## src/rtl/clock_time_counter.sv

```systemverilog
`default_nettype none
// ============================================================================
//  Module   : clock_time_counter
//  Purpose  : Time-of-day counter (hundredths/seconds/minutes/hours, BCD)
//             advanced by ticks taken from a synchronised 100 Hz square wave,
//             with clear and manual minute/hour set.
//  Revision : 1.0 - initial release
// ============================================================================
module clock_time_counter #(
  parameter int MAX_HOUR = 24
) (
  input  logic       i_clk,
  input  logic       i_rst_n,
  input  logic       i_clk_100hz,
  input  logic       i_run,
  input  logic       i_clear,
  input  logic       i_inc_min,
  input  logic       i_inc_hour,
  output logic [7:0] o_csec,
  output logic [7:0] o_sec,
  output logic [7:0] o_min,
  output logic [7:0] o_hour,
  output logic       o_sec_tick
);

  // Last legal hour value expressed as a BCD pair {tens, units}.
  localparam logic [7:0] c_HOUR_LAST =
    8'((((MAX_HOUR - 1) / 10) * 16) + ((MAX_HOUR - 1) % 10));

  // Advance a BCD pair by one, wrapping to 00 after 'last'. Units roll
  // 9 -> 0 with a tens increment, so digits always stay inside 0..9.
  function automatic logic [7:0] bcd_inc(input logic [7:0] v,
                                         input logic [7:0] last);
    logic [7:0] r;
    if (v == last)
      r = 8'h00;
    else if (v[3:0] == 4'd9)
      r = {v[7:4] + 4'd1, 4'd0};
    else
      r = {v[7:4], v[3:0] + 4'd1};
    return r;
  endfunction

  logic       r_s1;
  logic       r_s2;
  logic       r_s2_d;
  logic [7:0] r_csec;
  logic [7:0] r_sec;
  logic [7:0] r_min;
  logic [7:0] r_hour;
  logic       r_sec_tick;

  logic       w_tick;
  logic       w_count;
  logic       w_csec_wrap;
  logic       w_sec_wrap;
  logic       w_min_wrap;

  // The divided clock is only data: one tick per synchronised rising edge.
  assign w_tick      = r_s2 & ~r_s2_d;
  assign w_count     = i_run & w_tick;
  assign w_csec_wrap = (r_csec == 8'h99);
  assign w_sec_wrap  = (r_sec  == 8'h59);
  assign w_min_wrap  = (r_min  == 8'h59);

  // Two-flop synchroniser plus a delayed copy for rising-edge detection.
  always_ff @(posedge i_clk or negedge i_rst_n) begin
    if (!i_rst_n) begin
      r_s1   <= 1'b0;
      r_s2   <= 1'b0;
      r_s2_d <= 1'b0;
    end else begin
      r_s1   <= i_clk_100hz;
      r_s2   <= r_s1;
      r_s2_d <= r_s2;
    end
  end

  // Time chain: clear beats counting; manual set only applies while frozen.
  always_ff @(posedge i_clk or negedge i_rst_n) begin
    if (!i_rst_n) begin
      r_csec     <= 8'h00;
      r_sec      <= 8'h00;
      r_min      <= 8'h00;
      r_hour     <= 8'h00;
      r_sec_tick <= 1'b0;
    end else if (i_clear) begin
      r_csec     <= 8'h00;
      r_sec      <= 8'h00;
      r_min      <= 8'h00;
      r_hour     <= 8'h00;
      r_sec_tick <= 1'b0;
    end else begin
      r_sec_tick <= 1'b0;
      if (w_count) begin
        r_csec <= bcd_inc(r_csec, 8'h99);
        // Seconds only move when hundredths wrap, so that is the tick point.
        if (w_csec_wrap) begin
          r_sec      <= bcd_inc(r_sec, 8'h59);
          r_sec_tick <= 1'b1;
          if (w_sec_wrap) begin
            r_min <= bcd_inc(r_min, 8'h59);
            if (w_min_wrap)
              r_hour <= bcd_inc(r_hour, c_HOUR_LAST);
          end
        end
      end else if (!i_run) begin
        // Minute set wraps on its own; it never carries into the hour.
        if (i_inc_min)
          r_min <= bcd_inc(r_min, 8'h59);
        if (i_inc_hour)
          r_hour <= bcd_inc(r_hour, c_HOUR_LAST);
      end
    end
  end

  assign o_csec     = r_csec;
  assign o_sec      = r_sec;
  assign o_min      = r_min;
  assign o_hour     = r_hour;
  assign o_sec_tick = r_sec_tick;

endmodule
`default_nettype wire

```

## config.mk

```make
export PLATFORM = sky130hd
export DESIGN_NAME = clock_time_counter
export DESIGN_NICKNAME = d
export VERILOG_FILES = /design/src/rtl/clock_time_counter.sv
export SDC_FILE = /design/constraint.sdc
export NUM_CORES = 1
export LEC_CHECK = 0
export CORE_MARGIN = 2
export CORE_UTILIZATION = 55
export DETAILED_ROUTE_END_ITERATION = 7
export MAX_ROUTING_LAYER = met4
export PLACE_DENSITY_LB_ADDON = 0.15
export RECOVER_POWER = 50
export SYNTH_ARGS = -nofsm -noshare
export SYNTH_HDL_FRONTEND = slang
export SYNTH_SLANG_ARGS = --single-unit
```

## constraint.sdc

```tcl
create_clock -name i_clk -period 4.3 [get_ports i_clk]
set_clock_uncertainty 0.15 [all_clocks]
set_input_delay 0.43 -clock i_clk [delete_from_list [all_inputs] [get_ports i_clk]]
set_output_delay 0.43 -clock i_clk [all_outputs]
set_load 0.02 [all_outputs]
```

* After elaboration in Yosys (flattened, before gate mapping)
Index checks and enable logic that the tools add are counted.
** Word-level totals
- Output and inout bits :: 33
- Register bits after elaboration :: 36
** Operators by class
- Mux-type cells :: 29
- Equality and inequality tests :: 12
- Reductions and logical operators :: 11
- Add/subtract/negate cells :: 8
- Bitwise gates (word level) :: 3
** Operator list (number)
- $mux W8 :: 26
- $add A4 B1 Y4 const B :: 8
- $eq A4 B4 Y1 const B :: 4
- $eq A8 B7 Y1 const B :: 2
- $reduce_bool A3 Y1 :: 4
- $ne A3 B2 Y1 const B :: 3
- $eq A8 B6 Y1 const B :: 1
- $eq A8 B8 Y1 const B :: 1
- $reduce_and A5 Y1 :: 1
- $reduce_and A2 Y1 :: 2
- $reduce_and A4 Y1 :: 1
- $reduce_bool A2 Y1 :: 2
- $mux W1 :: 3
- $ne A3 B1 Y1 const B :: 1
- $reduce_and A3 Y1 :: 1
- $and A1 B1 Y1 :: 2
- $not A1 Y1 :: 1

* Depth between registers and ports, before layout
- Depth after elaboration :: 8
- Mapped depth :: 9
- Mapped depth without buffers :: 7

* Worst setup path before layout
Ideal clock, no wire load.
- Path kind :: register to register
- Start :: register r_csec[1], in the netlist o_csec[1]
- End :: register r_min[5], in the netlist o_min[5]
- Path slack :: 2.113 ns
- Required time :: 4.022 ns
- Data arrival time :: 1.910 ns
- Stages on the path, launching flop included :: 9
- Path through :: dfrtp_1 > inv_1 > ha_1 > and3b_1 > buf_6 > and4_4 > a221oi_2 > nand2b_1 > mux2_1
** On the way
- Word-level cells in the longest chain between the ends :: 3
** Ends and longest elaborated chain
- start: declaration :: RTL line 47 : logic [7:0] r_csec;
- start signal: assignment :: RTL line 96 : r_csec <= bcd_inc(r_csec, 8'h99);
- $eq A8 B8 Y1 :: RTL line 62 : assign w_csec_wrap = (r_csec == 8'h99);
- $ne A3 B2 Y1 (no line)
- $reduce_and A4 Y1 (no line)
- end signal: assignment :: RTL line 102 : r_min <= bcd_inc(r_min, 8'h59);
- end signal: assignment :: RTL line 110 : r_min <= bcd_inc(r_min, 8'h59);
- end: declaration :: RTL line 49 : logic [7:0] r_min;
No other way between the ends.
A chain may end at the register's enable or synchronous reset.

* Worst setup path in the final report
- Start :: register r_csec[0], in the netlist o_csec[0]
- End :: register r_min[5], in the netlist o_min[5]
Same word-level chain as after synthesis.

==> summary.md <==
| Metric | Value |
|---|---|
| CP Launch Type | `register` |
| DRC Markers | `0` |
| Final WS setup | `1.67 ns` |
| Hold buffer count at CTS | `0` |
| IR drop worst, VDD | `~0.25 mV` |
| Via count | `between 1500 and 2000` |
| Synthesized net count | `234` |
| # port buffers | `39` |
| Cell Area, Synth | `slightly above 2000 um^2` |
| Run status | `complete, but fails checks` |
| Failing checks | `max-capacitance violations, max-slew violations` |
| DRT iter0 DRCs | `88` |
| Gr usage total | `between 20% and 30%` |
| Post-CTS sizing | `0` |
| Fmax | `0.381 GHz` |
| WHS Path Cells | `0` |
| Area Overhead vs Synth | `26.5%` |
| RSZ-0062 raised after global routing | `false` |
| CTS H-Tree Depth | `2` |
| Commonest cells after routing, fill and taps aside | `36 x dfrtp_1, 33 x clkdlybuf4s50_1, 19 x nand2_1, 19 x nor2_1, 19 x o21ai_0` |
| Worst-Margin Slew | `roughly 1.9 ns` |
| Largest net degree at the start of global routing | `37` |
| YS warnings | `0` |
| Yosys reg bits | `36` |
| Worst skew pair latency | `around 0.29 ns` |
| Clk sinks | `36` |
| Grt ovf | `0` |
| Largest family of logic cells by synthesized area | `simple AND/OR/NAND/NOR gates` |
| R2R cell count | `6` |
| Power density cells | `about 300 nW/um^2` |
| Slew margin rel. | `-27.4%` |
| Post-CTS setup buffer count | `0` |
| Gpl congestion | `~0.85` |
| Setup TNS | `0 ns` |
| Pre-CTS setup slack | `1.52 ns` |
| Min-delay worst type | `reg2reg` |
| Post-synthesis mux area share | `under 10%` |
| Num rows | `22` |
| Number of primary I/O pins | `40` |
| Post-DP HPWL | `2.74 mm` |
| Setup Viol. Count Final | `0` |
| Synth Area in Compound Gates | `15.2%` |
| Worst Path Required | `approximately 4.3 ns` |
| Max FO, Critical Path | `11` |
| NumNets Final | `~280` |
| Post-synthesis adder-cell area fraction | `a little under 10%` |
| Drt wl/cell | `roughly 13 um` |
| 1st-pass router iterations | `4` |
| CP Class | `reg2reg` |
| XOR/XNOR Fraction of Synth Area | `less than 1%` |
| Post-Syn Instances | `approximately 210` |
| Die W | `64.6 um` |
| Share of layout cells above drive strength 1 | `6.30%` |
| Synth Area per Inst | `~9.6 um^2` |
| Via density | `about 5.5` |
| Chip height | `roughly 65 um` |
| Worst-path clk slew | `approximately 0.070 ns` |
| Final slew viol count | `37` |
| Initial antenna violation count | `0` |
| Overall power | `approximately 770 uW` |
| Diodes inserted | `0` |
| CTS root buf | `clkbuf_8` |
| CP Capture Type | `register` |
| CTS Buffer Depth | `2` |
| Final Hold Fails | `0` |
| Total wire length | `between 3 and 4 mm` |
| Setup crit start | `o_csec[0]` |
| Antenna Nets Post-Route | `0` |
| Max capacitance violation total | `1` |
| Sequential element share of the synthesized area | `between 40% and 50%` |
| Critical Path AT | `2.65 ns` |
| Area share of and/or/nand/nor cells after synthesis | `23.7%` |
| Die area | `between 4000 and 5000 um^2` |
| TritonCTS clock tree | `done` |
| RR Startpoint | `o_csec[0]` |
| Leak | `between 0.001 and 0.0015 uW` |
| Final worst path period need | `between 2 and 3 ns` |
| Number of distinct library cells after synthesis | `43` |
| Wire length of the first global-routing pass | `between 6 and 7 mm` |
| Most common cell after layout, fill and taps aside | `dfrtp_1` |
| Post-Layout Cell Count | `302` |
| Initial Util | `56.0%` |
| Vias in the first global route | `between 1000 and 1500` |
| Final period util | `between 60% and 70%` |
| Core Footprint | `about 3600 um^2` |
| Placed insts | `approximately 290` |
| CTS buffer count | `5` |
| Worst min-delay path startpoint | `r_s1` |
[per-layer routing]
layer | wire length, um | GRT usage (%) | up-vias
met3 | 213 | 6.08 | 5
met1 | 1900 | 28.3 | 800
met2 | 1720 | 28.9 | 35
met4 | 54 | 7.18 | 0
met5 | 0 | - | -
li1 | - | - | 831
[sequential cells by signal, indices dropped and copies added, names as in the netlist]
register / flops
o_sec: 8
r_s2: 1
o_csec: 8
o_hour: 8
o_sec_tick: 1
r_s1: 1
o_min: 8
r_s2_d: 1
[cell usage after synthesis (all sizes together)]
cell	count	area (um^2)
dfrtp	36	901
o21ai	22	110
nand2	19	71.3
nor2	19	71.3
ha	16	200
nor3	12	60.1
inv	10	37.5
a21oi	9	45.0
nand3	7	35.0
and3b	5	45.0
nand3b	5	37.5
o31ai	5	37.5
buf	4	27.5
nand2b	4	25.0
a21o	3	22.5
and2	3	18.8
nor2b	3	18.8
o41ai	3	41.3
or2	3	18.8
clkbuf	2	7.51
mux2	2	22.5
mux2i	2	20.0
nor3b	2	15.0
nor4b	2	17.5
or3	2	12.5
xor2	2	17.5
a211o	1	8.76
a221oi	1	15.0
a31o	1	8.76
a31oi	1	12.5
and4	1	11.3
nand4	1	6.26
nor4	1	6.26
o22ai	1	6.26
or4	1	7.51
[critical path: stages, from the launching register on]
cell	delay, ns
dfrtp_1	0.44
ha_1	0.24
and3b_1	0.25
and4_4	0.23
a221oi_2	0.63
nand2b_1	0.24
mux2_1	0.32
[final timing paths]
check	endpoint	slack [ns]
min in group asynchronous	o_csec[3]	1.05
max in group asynchronous	o_hour[6]	1.85
max	o_min[5]	1.67
max reg2reg	o_min[5]	1.67
min reg2reg	r_s2	0.20
min	r_s2	0.20
[logic make-up (layout without fill, tap and decap cells)]
kind of cell               after synthesis  in the layout
buffers and inverters                   16             59
muxes                                    4              4
AOI/OAI and AO/OA                       47             47
adders and majority gates               16             16
DFF                                     36             36
and+or+nand+nor                         90             90
xor gates and xnor gates                 2              2
[stage by stage]
step	area, um^2	util (%)	hold slack, ns
after floorplan	2020	-	-0.0156
after global placement	2450	67.9	0.200
after detailed placement	2450	67.9	0.190
after CTS	2560	70.9	0.207
after global routing	2550	70.8	0.223
final	2550	70.8	0.205
[layout make-up]
cell class / count / area (um^2)
clock buffers: 6 / 72.6
flip-flops and latches: 36 / 901
multi-input cells: 159 / 1050
inverters: 10 / 37.5
well taps: 48 / 60.1
repair buffers: 41 / 402
fillers: 275 / 1050
clock inverters: 2 / 35.0
[power breakdown]
group	internal (uW)	switching [uW]	leakage [uW]	total (uW)
Combinational	47.6	58.5	0.000585	106
Sequential	352	18.1	0.000489	370
Clock	172	121	0.0000552	293
Total	572	198	0.00113	770
No activity file was read; power rests on OpenSTA's default activity.
